File: src/rtl/mbtrain_sb_pkg.sv
// mbtrain_sb_pkg: shared wrapper message codes, UCIe MsgCodes, FSM states and encoding helpers
//   Used by mbtrain_sb_tx_adapter (and its optional sb_timeout_counter).
package mbtrain_sb_pkg;

    localparam logic [3:0] MSG_NONE       = 4'd0;
    localparam logic [3:0] MSG_START_REQ  = 4'd1;
    localparam logic [3:0] MSG_START_RESP = 4'd2;
    localparam logic [3:0] MSG_END_REQ    = 4'd3;
    localparam logic [3:0] MSG_END_RESP   = 4'd4;

    localparam logic [7:0] SB_MSGCODE_REQ  = 8'h85;
    localparam logic [7:0] SB_MSGCODE_RESP = 8'h8A;

    typedef enum logic [1:0] {
        ST_IDLE      = 2'd0,
        ST_REQ       = 2'd1,
        ST_WAIT_DONE = 2'd2
    } sb_state_t;

    function automatic logic is_legal_msg(input logic [3:0] msg);
        return (msg != MSG_NONE) && (msg <= MSG_END_RESP);
    endfunction

    function automatic logic [7:0] msg_code_of(input logic [3:0] msg);
        return (msg == MSG_START_REQ || msg == MSG_END_REQ) ? SB_MSGCODE_REQ : SB_MSGCODE_RESP;
    endfunction

    // Substate sits in the upper nibble, bit 0 flags an end_* message.
    function automatic logic [7:0] msg_subcode_of(input logic [3:0] msg, input logic [3:0] substate);
        return {substate, 3'b000, (msg == MSG_END_REQ || msg == MSG_END_RESP)};
    endfunction

endpackage

File: src/rtl/sb_timeout_counter.sv
// sb_timeout_counter: 16-bit cycle counter with synchronous clear and one-cycle expiry flag
//   clk, rst_n (sync, active-low)
//   i_clear  : hold count at zero
//   i_en     : count this cycle
//   o_expire : high in the LIMIT-th counted cycle (count == LIMIT-1 while enabled)
module sb_timeout_counter #(
    parameter logic [15:0] LIMIT = 16'd8000
) (
    input  logic clk,
    input  logic rst_n,
    input  logic i_clear,
    input  logic i_en,
    output logic o_expire
);

    logic [15:0] r_count;

    always_ff @(posedge clk) begin
        if (!rst_n || i_clear)
            r_count <= '0;
        else if (i_en)
            r_count <= r_count + 16'd1;
    end

    assign o_expire = i_en && (r_count == LIMIT - 16'd1);

endmodule

File: src/rtl/mbtrain_sb_tx_adapter.sv
// mbtrain_sb_tx_adapter: maps MBTRAIN wrapper message requests to sideband MsgCode/MsgSubcode and handshakes them out
//   clk, rst_n (sync, active-low)
//   i_en, i_substate[3:0], i_sideband_message[3:0], i_valid : wrapper request side
//   i_sb_ready, i_sb_done                                   : sideband TX handshake
//   o_msg_code[7:0], o_msg_subcode[7:0], o_msg_req          : sideband TX request
//   o_busy, o_falling_edge_busy, o_err, o_timeout           : status back to the wrappers
//   Optional macro MBTRAIN_SB_TIMEOUT_EN enables the WAIT_DONE timeout (TIMEOUT_CYCLES).
module mbtrain_sb_tx_adapter
    import mbtrain_sb_pkg::*;
#(
    parameter logic [15:0] TIMEOUT_CYCLES = 16'd8000
) (
    input  logic       clk,
    input  logic       rst_n,
    input  logic       i_en,
    input  logic [3:0] i_substate,
    input  logic [3:0] i_sideband_message,
    input  logic       i_valid,
    input  logic       i_sb_ready,
    input  logic       i_sb_done,
    output logic [7:0] o_msg_code,
    output logic [7:0] o_msg_subcode,
    output logic       o_msg_req,
    output logic       o_busy,
    output logic       o_falling_edge_busy,
    output logic       o_err,
    output logic       o_timeout
);

    sb_state_t  r_state;
    logic [7:0] r_msg_code;
    logic [7:0] r_msg_subcode;
    logic       r_req;
    logic       r_busy;
    logic       r_fall;
    logic       r_err;
    logic       r_timeout;
    logic       w_expire;

`ifdef MBTRAIN_SB_TIMEOUT_EN
    sb_timeout_counter #(.LIMIT(TIMEOUT_CYCLES)) u_timeout (
        .clk      (clk),
        .rst_n    (rst_n),
        .i_clear  (r_state != ST_WAIT_DONE),
        .i_en     (r_state == ST_WAIT_DONE),
        .o_expire (w_expire)
    );
`else
    logic [15:0] w_unused_timeout;
    assign w_unused_timeout = TIMEOUT_CYCLES;
    assign w_expire = 1'b0;
`endif

    always_ff @(posedge clk) begin
        if (!rst_n) begin
            r_state       <= ST_IDLE;
            r_msg_code    <= '0;
            r_msg_subcode <= '0;
            r_req         <= 1'b0;
            r_busy        <= 1'b0;
            r_fall        <= 1'b0;
            r_err         <= 1'b0;
            r_timeout     <= 1'b0;
        end else begin
            r_fall    <= 1'b0;
            r_err     <= 1'b0;
            r_timeout <= 1'b0;
            // Abort: drop everything silently so wrappers do not advance.
            if (!i_en) begin
                r_state <= ST_IDLE;
                r_req   <= 1'b0;
                r_busy  <= 1'b0;
            end else begin
                case (r_state)
                    ST_IDLE: begin
                        if (i_valid && is_legal_msg(i_sideband_message)) begin
                            r_msg_code    <= msg_code_of(i_sideband_message);
                            r_msg_subcode <= msg_subcode_of(i_sideband_message, i_substate);
                            r_req         <= 1'b1;
                            r_busy        <= 1'b1;
                            r_state       <= ST_REQ;
                        end else if (i_valid && i_sideband_message != MSG_NONE) begin
                            r_err <= 1'b1;
                        end
                    end
                    ST_REQ: begin
                        if (i_sb_ready) begin
                            r_req   <= 1'b0;
                            r_state <= ST_WAIT_DONE;
                        end
                    end
                    ST_WAIT_DONE: begin
                        // Completion beats a timeout landing in the same cycle.
                        if (i_sb_done) begin
                            r_busy  <= 1'b0;
                            r_fall  <= 1'b1;
                            r_state <= ST_IDLE;
                        end else if (w_expire) begin
                            r_busy    <= 1'b0;
                            r_timeout <= 1'b1;
                            r_state   <= ST_IDLE;
                        end
                    end
                    default: r_state <= ST_IDLE;
                endcase
            end
        end
    end

    assign o_msg_code          = r_msg_code;
    assign o_msg_subcode       = r_msg_subcode;
    assign o_msg_req           = r_req;
    assign o_busy              = r_busy;
    assign o_falling_edge_busy = r_fall;
    assign o_err               = r_err;
    assign o_timeout           = r_timeout;

endmodule
File: config.mk
export PLATFORM = sky130hd
export DESIGN_NAME = mbtrain_sb_tx_adapter
export DESIGN_NICKNAME = d
export VERILOG_FILES = /design/src/rtl/mbtrain_sb_pkg.sv /design/src/rtl/sb_timeout_counter.sv /design/src/rtl/mbtrain_sb_tx_adapter.sv
export SDC_FILE = /design/constraint.sdc
export NUM_CORES = 1
export LEC_CHECK = 0
export ABC_AREA = 1
export CORE_MARGIN = 5
export CORE_UTILIZATION = 36
export CTS_BUF_LIST = sky130_fd_sc_hd__clkbuf_4
export CTS_CLUSTER_SIZE = 20
export DETAILED_ROUTE_END_ITERATION = 10
export PLACE_DENSITY = 0.76
export SYNTH_ARGS = -nofsm -noshare
export SYNTH_HDL_FRONTEND = slang
export SYNTH_SLANG_ARGS = --single-unit
File: constraint.sdc
create_clock -name clk -period 1.3 [get_ports clk]
set_input_delay 0.13 -clock clk [delete_from_list [all_inputs] [get_ports clk]]
set_output_delay 0.13 -clock clk [all_outputs]
set_load 0.01 [all_outputs]
# Word level (Yosys, flattened, before mapping)
# Index checks and enable logic that the tools add are counted.
[word_totals] register_bits=19 inputBits=14 output_inout_bits=21 wordCells=47
[op_classes] order_cmp=1 eq_ne=8 muxes=12 bitwise=3 reduce_logical=16
[op_table] cell="$reduce_and 3->1" n=5
[op_table] cell="$mux 2" n=3
[op_table] cell="$ne 2x2->1 const B" n=3
[op_table] cell="$pmux 2 s3" n=1
[op_table] cell="$mux 1" n=5
[op_table] cell="$eq 4x1->1 const B" n=1
[op_table] cell="$eq 4x2->1 const B" n=1
[op_table] cell="$eq 4x3->1 const B" n=1
[op_table] cell="$le 4x3->1 const B" n=1
[op_table] cell="$mux 4" n=1
[op_table] cell="$pmux 1 s2" n=2
[op_table] cell="$reduce_bool 2->1" n=2
[op_table] cell="$reduce_bool 4->1" n=1
[op_table] cell="$reduce_or 4->1" n=1
[op_table] cell="$logic_and 1x1->1" n=3
[op_table] cell="$not 1->1" n=3
[op_table] cell="$eq 2x1->1 const B" n=1
[op_table] cell="$eq 2x2->1 const B" n=1
[op_table] cell="$logic_not 2->1" n=1
[op_table] cell="$logic_or 1x1->1" n=2
[op_table] cell="$reduce_and 2->1" n=1

# Longest topological paths before layout
# Gate-level depths: netlist (run 1).
[logic_depth] word_depth=5 ltp_mapped=7 depth_no_buf=7

# Worst setup path before layout (run 1)
# OpenSTA, ideal clock, no wires.
[synth_path] path_kind="register to register" from="register r_state[1]" to="register r_msg_code[2], in the netlist o_msg_code[2]" setup_ps=110 arrival_ps=891 required_time_ps=1190 path_slack_ps=299 stages_incl_launch_ff=7 path_buffers=0 period_less_slack_ps=1001 path_cell_list="dfxtp_1 > inv_1 > nand3_1 > nor2_4 > nand4_1 > nand2_1 > nor2_1"
[synth_between] elab_chain_cells=2
[synth_lines] element="from (decl)" line_no="mbtrain_sb_tx_adapter.sv:30" source="sb_state_t r_state;"
[synth_lines] element="from (signal assigned)" line_no="mbtrain_sb_tx_adapter.sv:56" source="r_state <= ST_IDLE;"
[synth_lines] element="from (signal assigned)" line_no="mbtrain_sb_tx_adapter.sv:70" source="r_state <= ST_IDLE;"
[synth_lines] element="from (signal assigned)" line_no="mbtrain_sb_tx_adapter.sv:81" source="r_state <= ST_REQ;"
[synth_lines] element="$logic_not 2->1" line_no="mbtrain_sb_tx_adapter.sv:74" source="case (r_state)"
[synth_lines] element="$reduce_and 3->1 (no line)"
[synth_lines] element="to (signal assigned)" line_no="mbtrain_sb_tx_adapter.sv:77" source="r_msg_code <= msg_code_of(i_sideband_message);"
[synth_lines] element="to (decl)" line_no="mbtrain_sb_tx_adapter.sv:31" source="logic [7:0] r_msg_code;"
# Every way passes these cells.
# A chain may end at the register's enable or synchronous reset.

# Final worst setup path (run 1)
[layout_path] from="register r_req, in the netlist o_msg_req" to="output port o_msg_req"
[layout_lines] element="from (decl)" line_no="mbtrain_sb_tx_adapter.sv:33" source="logic r_req;"
[layout_lines] element="from (signal assigned)" line_no="mbtrain_sb_tx_adapter.sv:59" source="r_req <= 1'b0;"
[layout_lines] element="from (signal assigned)" line_no="mbtrain_sb_tx_adapter.sv:71" source="r_req <= 1'b0;"
[layout_lines] element="from (signal assigned)" line_no="mbtrain_sb_tx_adapter.sv:79" source="r_req <= 1'b1;"
[layout_lines] element="to (decl)" line_no="mbtrain_sb_tx_adapter.sv:23" source="output logic o_msg_req,"
# No word-level cell between the ends.

==> flow_metrics.py, run 1 <==
metrics = {
    "global_route": {
        "antenna_found_initial": 0,
        "grt_pass1_vias": 539,
        "grt_start_max_net_pins": 10,
        "grt_pass1_wl_um": 2100,
        "grt_overflow": 0,
        "track_usage": 0.103,
    },
    "sta": {
        "worst_slack_ps": 39.7,
        "holdWs_ps": 444,
        "timing.final.crit_share": 0.969,
        "report.final.slew_viol_count": 0,
        "skew_ps": 3.20,
        "fmaxAchievable_mhz": 793,
        "grt_setup_unrepaired": "false",
        "fin_setup_tns_ps": 0,
        "setup_viol": 0,
        "hold_viol": 0,
        "min_period_ps": 1260,
    },
    "power_and_ir_drop": {
        "power-per-cell-area_nw_per_um2": 843,
        "power_leakage_uw": 0.000547,
        "peakVddDrop_uv": 537,
    },
    "synthesis": {
        "yosysWarnings": 0,
        "synth_top_cell_by_area": "dfxtp_1",
        "ys_types": 17,
        "syn_area_per_cell_um2": 7.99,
        "seq_area_frac_synth": 0.413,
        "synth_seq_cells": 14,
        "syn_area_um2": 679,
        "ys_top_cells_by_area": "dfxtp_1 (41%), buf_4 (9.9%), nand2_1 (8.3%), a21oi_1 (8.1%), nand4_1 (5.5%)",
        "synth_top_area_frac": 0.413,
        "synthCells": 85,
    },
    "critical_path": {
        "cp-start-kind": "register",
        "endpoint_kind": "output port",
        "critPathBufInv": 1,
        "critPathRequiredTime_ps": 1170,
        "crit_path_top_delay_cell": "clkdlybuf4s50_1",
        "startpoint": "o_msg_req$_SDFFE_PN0P_",
        "cpLargestDelayFamily": "buffers and inverters",
        "reg2reg_from": "r_state[1]$_SDFFE_PN0P_",
        "crit_path_max_incr_delay_ps": 530,
        "cp_data_arrival_time_ps": 1130,
        "path_class": "reg2out",
        "crit_fanout": 2,
        "crit_chain": "clkdlybuf4s50_1",
    },
    "routing": {
        "firstDrtPassIters": 4,
        "drc": 0,
        "first_iter_violations": 9,
        "via_per_inst": 4.40,
        "wl_per_cell_um": 10.2,
        "wl_um": 1440,
        "ant_nets": 0,
        "via_count": 625,
    },
    "clock_network": {
        "cts_buffer_depth": 2,
        "h-tree-depth": 1,
        "cts_tree": "built",
        "cts.clk_slew.worst_paths_ps": 80,
        "post_cts_buffers": 0,
        "cts_made_buffers": 3,
        "postCtsHoldBufs": 0,
        "cts_sinks": 14,
        "root_buffer": "clkbuf_4",
        "clock_latency_ps": 270,
    },
    "placement": {
        "post_dp_cell_area_um2": 968,
        "gp_congestion": 0.773,
        "dp_hpwl_um": 1190,
        "pre_cts_ws_ps": -93.4,
        "portBuffers": 27,
    },
    "worst_hold_path": {
        "hold_path.class": "in2reg",
        "min-delay-start": "i_substate[0]",
    },
    "floorplan": {
        "num_rows": 15,
        "die_area_um2": 2860,
        "coreArea_um2": 1760,
        "initial_core_util": 0.385,
        "die_h_um": 53.4,
        "die_w_um": 53.4,
        "io_pins": 35,
    },
    "layout": {
        "register_area_um2": 280,
        "nFillCells": 173,
        "fin_nets": 132,
        "multi_input_area_um2": 312,
        "utilization": 0.573,
        "drive_gt1_frac": 0.154,
        "diodes": 0,
        "most-common-layout-cells": "clkdlybuf4s50_1 (16), nand2_1 (15), dfxtp_1 (14), a21oi_1 (11), dlymetal6s2s_1 (8)",
        "fin_area_um2": 1010,
        "final_common_cell": "clkdlybuf4s50_1",
        "area_growth_pct": 48.8,
    },
    "outcome": {
        "outcome": "complete, no violations",
    },
    "job": {
        "cap_violations": 0,
    },
}
-- synthesized netlist by cell type --
library cell,number
nand4_1,6
buf_4,9
nand3_1,5
nand3b_1,2
inv_2,3
nand2_2,2
buf_2,1
conb_1,1
nand4_4,1
nor2_1,3
nand2_4,1
nor4_1,1
inv_1,7
dfxtp_1,14
nand2_1,15
a21oi_1,11
nor2_4,3
-- stage by stage --
step	total power, uW	std cells
2_1_floorplan	553	91
3_3_place_gp	624	138
3_5_place_dp	626	138
4_1_cts	864	142
5_1_grt	904	142
6_report	852	142
-- cell families after synthesis --
logic type             share of synthesized area
other                                    0.00552
buffers and inverters                      0.162
DFF                                        0.413
and+or+nand+nor                            0.339
AOI/OAI and AO/OA                         0.0810
-- path summary, 6_finish.rpt --
| path | end | slack, ps | cells past startpoint |
|---|---|---|---|
| max | o_msg_req | 40 | 1 |
| min | o_msg_subcode[4]$_SDFFE_PN0P_ | 440 | 3 |
| max reg2reg | o_msg_code[2]$_SDFFE_PN0P_ | 160 | 6 |
| min reg2reg | o_msg_code[7]$_SDFFE_PN0P_ | 450 | 2 |
-- per-layer routing --
layer / track usage / vias to the layer above / part of all wire
li1: - / 331 / -
met1: 0.121 / 265 / 0.41
met2: 0.163 / 25 / 0.48
met3: 0.0282 / 4 / 0.081
met4: 0.0638 / 0 / 0.020
met5: 0 / - / 0
-- area by class of cell --
class	instances	area share
Timing Repair Buffer	32	0.321
Multi-Input combinational cell	57	0.308
Sequential cell	14	0.277
Inverter	10	0.0371
Tap cell	25	0.0309
Clock buffer	3	0.0223
Clock inverter	1	0.00371
-- what timing repair did --
| action | 4_1_cts | 5_1_grt |
|---|---|---|
| endpoints found under the setup margin | 4 | 8 |
| hold endpoints to repair | 0 | 0 |
| gates resized for setup | 3 | 8 |
-- registers in the layout, summed over array words and instances, names as in the netlist --
register	cells
o_falling_edge_busy	1
o_msg_subcode	5
o_msg_req	1
o_msg_code	3
r_state	2
o_err	1
o_busy	1
-- where the power goes --
group	internal, uW	switching (uW)	total (uW)
clock network	111	130	241
registers	441	5.88	446
logic	83.1	81.3	164
total	635	217	852
Power figures use the tool's default switching activity.
==> inputs of run 2 (changes only) <==
==> constraint.sdc (replaced) <==
create_clock -name clk -period 1.6 [get_ports clk]
set_input_delay 0.16 -clock clk [delete_from_list [all_inputs] [get_ports clk]]
set_output_delay 0.16 -clock clk [all_outputs]
set_load 0.02 [all_outputs]
==> flow_metrics.py, run 2 (synthesis gave the netlist of run 1 again) <==
metrics = {
    "routing": {
        "ant_nets": 0,
        "wl_per_cell_um": 10.2,
        "first_iter_violations": 10,
        "firstDrtPassIters": 4,
        "via_count": 621,
        "wl_um": 1400,
        "drc": 0,
        "via_per_inst": 4.53,
    },
    "clock_network": {
        "postCtsHoldBufs": 0,
        "cts_resized": 0,
        "cts_buffer_depth": 2,
        "cts_made_buffers": 3,
        "cts_tree": "built",
        "cts_sinks": 14,
        "root_buffer": "clkbuf_4",
        "post_cts_buffers": 0,
        "h-tree-depth": 1,
        "clock_latency_ps": 270,
        "cts.clk_slew.worst_paths_ps": 80,
    },
    "floorplan": {
        "die_h_um": 53.4,
        "die_w_um": 53.4,
        "num_rows": 15,
        "initial_core_util": 0.385,
        "coreArea_um2": 1760,
        "die_area_um2": 2860,
        "io_pins": 35,
    },
    "placement": {
        "dp_hpwl_um": 1170,
        "portBuffers": 27,
        "gp_congestion": 0.742,
        "post_dp_cell_area_um2": 938,
    },
    "sta": {
        "min_period_ps": 1400,
        "holdWs_ps": 455,
        "timing.final.crit_share": 0.875,
        "fin_setup_tns_ps": 0,
        "fmaxAchievable_mhz": 714,
        "setup_viol": 0,
        "hold_viol": 0,
        "skew_ps": 4.03,
        "report.final.slew_viol_count": 0,
        "grt_setup_unrepaired": "false",
    },
    "layout": {
        "largest_reg_flops": 5,
        "diodes": 0,
        "most-common-layout-cells": "clkdlybuf4s50_1 (27), nand2_1 (15), dfxtp_1 (14), a21oi_1 (11)",
        "nFillCells": 172,
        "area_growth_pct": 41.4,
        "utilization": 0.545,
        "fin_area_um2": 961,
        "fin_nets": 128,
        "drive_gt1_frac": 0.125,
        "final_common_cell": "clkdlybuf4s50_1",
    },
    "critical_path": {
        "endpoint_kind": "output port",
        "rrSetupSlack_ps": 460,
        "crit_fanout": 3,
        "cp_data_arrival_time_ps": 1240,
        "crit_path_top_delay_cell": "clkdlybuf4s50_1",
        "path_class": "reg2out",
        "reg2reg_from": "r_state[1]$_SDFFE_PN0P_",
        "cpLargestDelayFamily": "buffers and inverters",
        "ff2ff_path_depth": 6,
        "crit_chain": "clkdlybuf4s50_1",
        "critPathRequiredTime_ps": 1440,
        "timing.rr.end": "o_msg_code[2]$_SDFFE_PN0P_",
        "cp-start-kind": "register",
        "crit_path_max_incr_delay_ps": 610,
        "critPathBufInv": 1,
    },
    "global_route": {
        "track_usage": 0.103,
        "grt_pass1_vias": 516,
        "grt_start_max_net_pins": 10,
        "grt_overflow": 0,
        "antenna_found_initial": 0,
        "grt_pass1_wl_um": 2130,
    },
    "power_and_ir_drop": {
        "p_seq_frac": 0.521,
        "p_total_uw": 697,
        "p_clk_frac": 0.268,
        "pwr-share-comb": 0.210,
        "p_sw_uw": 186,
        "peakVddDrop_uv": 517,
        "switching_share": 0.267,
        "power_leakage_uw": 0.000369,
        "power-per-cell-area_nw_per_um2": 725,
        "cell_internal_pwr_uw": 511,
    },
    "worst_hold_path": {
        "hold_path.class": "reg2reg",
        "hold_end": "o_msg_code[7]$_SDFFE_PN0P_",
        "min_delay_path_depth": 2,
        "min-delay-start": "o_msg_code[7]$_SDFFE_PN0P_",
    },
    "outcome": {
        "outcome": "complete, no violations",
    },
    "job": {
        "cap_violations": 0,
    },
}
run 2: area by class of cell:
class	count	area [um2]	area share
tap	25	31.3	0.0326
multi-input combinational	57	312	0.324
timing repair buffer	28	278	0.289
sequential	14	280	0.292
clock buffer	3	22.5	0.0234
inverter	10	37.5	0.0391
run 2: worst max-delay path by stage:
stage | startpoint | to | slack (ps) | depth (start not counted)
floorplan | r_state[1]$_SDFFE_PN0P_ | o_msg_code[2]$_SDFFE_PN0P_ | 600 | 6
global placement | i_sideband_message[0] | o_msg_code[3]$_SDFFE_PN0P_ | 190 | 7
detailed placement | i_sideband_message[0] | o_msg_code[2]$_SDFFE_PN0P_ | 150 | 8
CTS | o_msg_code[3]$_SDFFE_PN0P_ | o_msg_code[1] | 180 | 1
global route | o_msg_code[3]$_SDFFE_PN0P_ | o_msg_code[1] | 130 | 1
finish | o_msg_code[3]$_SDFFE_PN0P_ | o_msg_code[1] | 200 | 1
run 2: metal layers:
layer | track usage | vias to the layer above | wire, um
li1 | - | 321 | -
met1 | 0.137 | 271 | 594
met2 | 0.143 | 27 | 653
met3 | 0.0225 | 2 | 134
met4 | 0.0766 | 0 | 19
met5 | 0 | - | 0
run 2: power by group through the flow:
stage	clock (uW)	sequential, uW	combinational [uW]
3_5_place_dp	0	372	146
4_1_cts	196	363	147
6_report	187	363	147
2_1_floorplan	0	382	83.3
3_3_place_gp	0	371	145
5_1_grt	218	365	157
run 2: stage by stage:
step,instances,worst slack [ps]
after floorplan,91,599
after global placement,134,194
after detailed placement,134,153
after CTS,137,178
after global routing,137,133
final,137,200
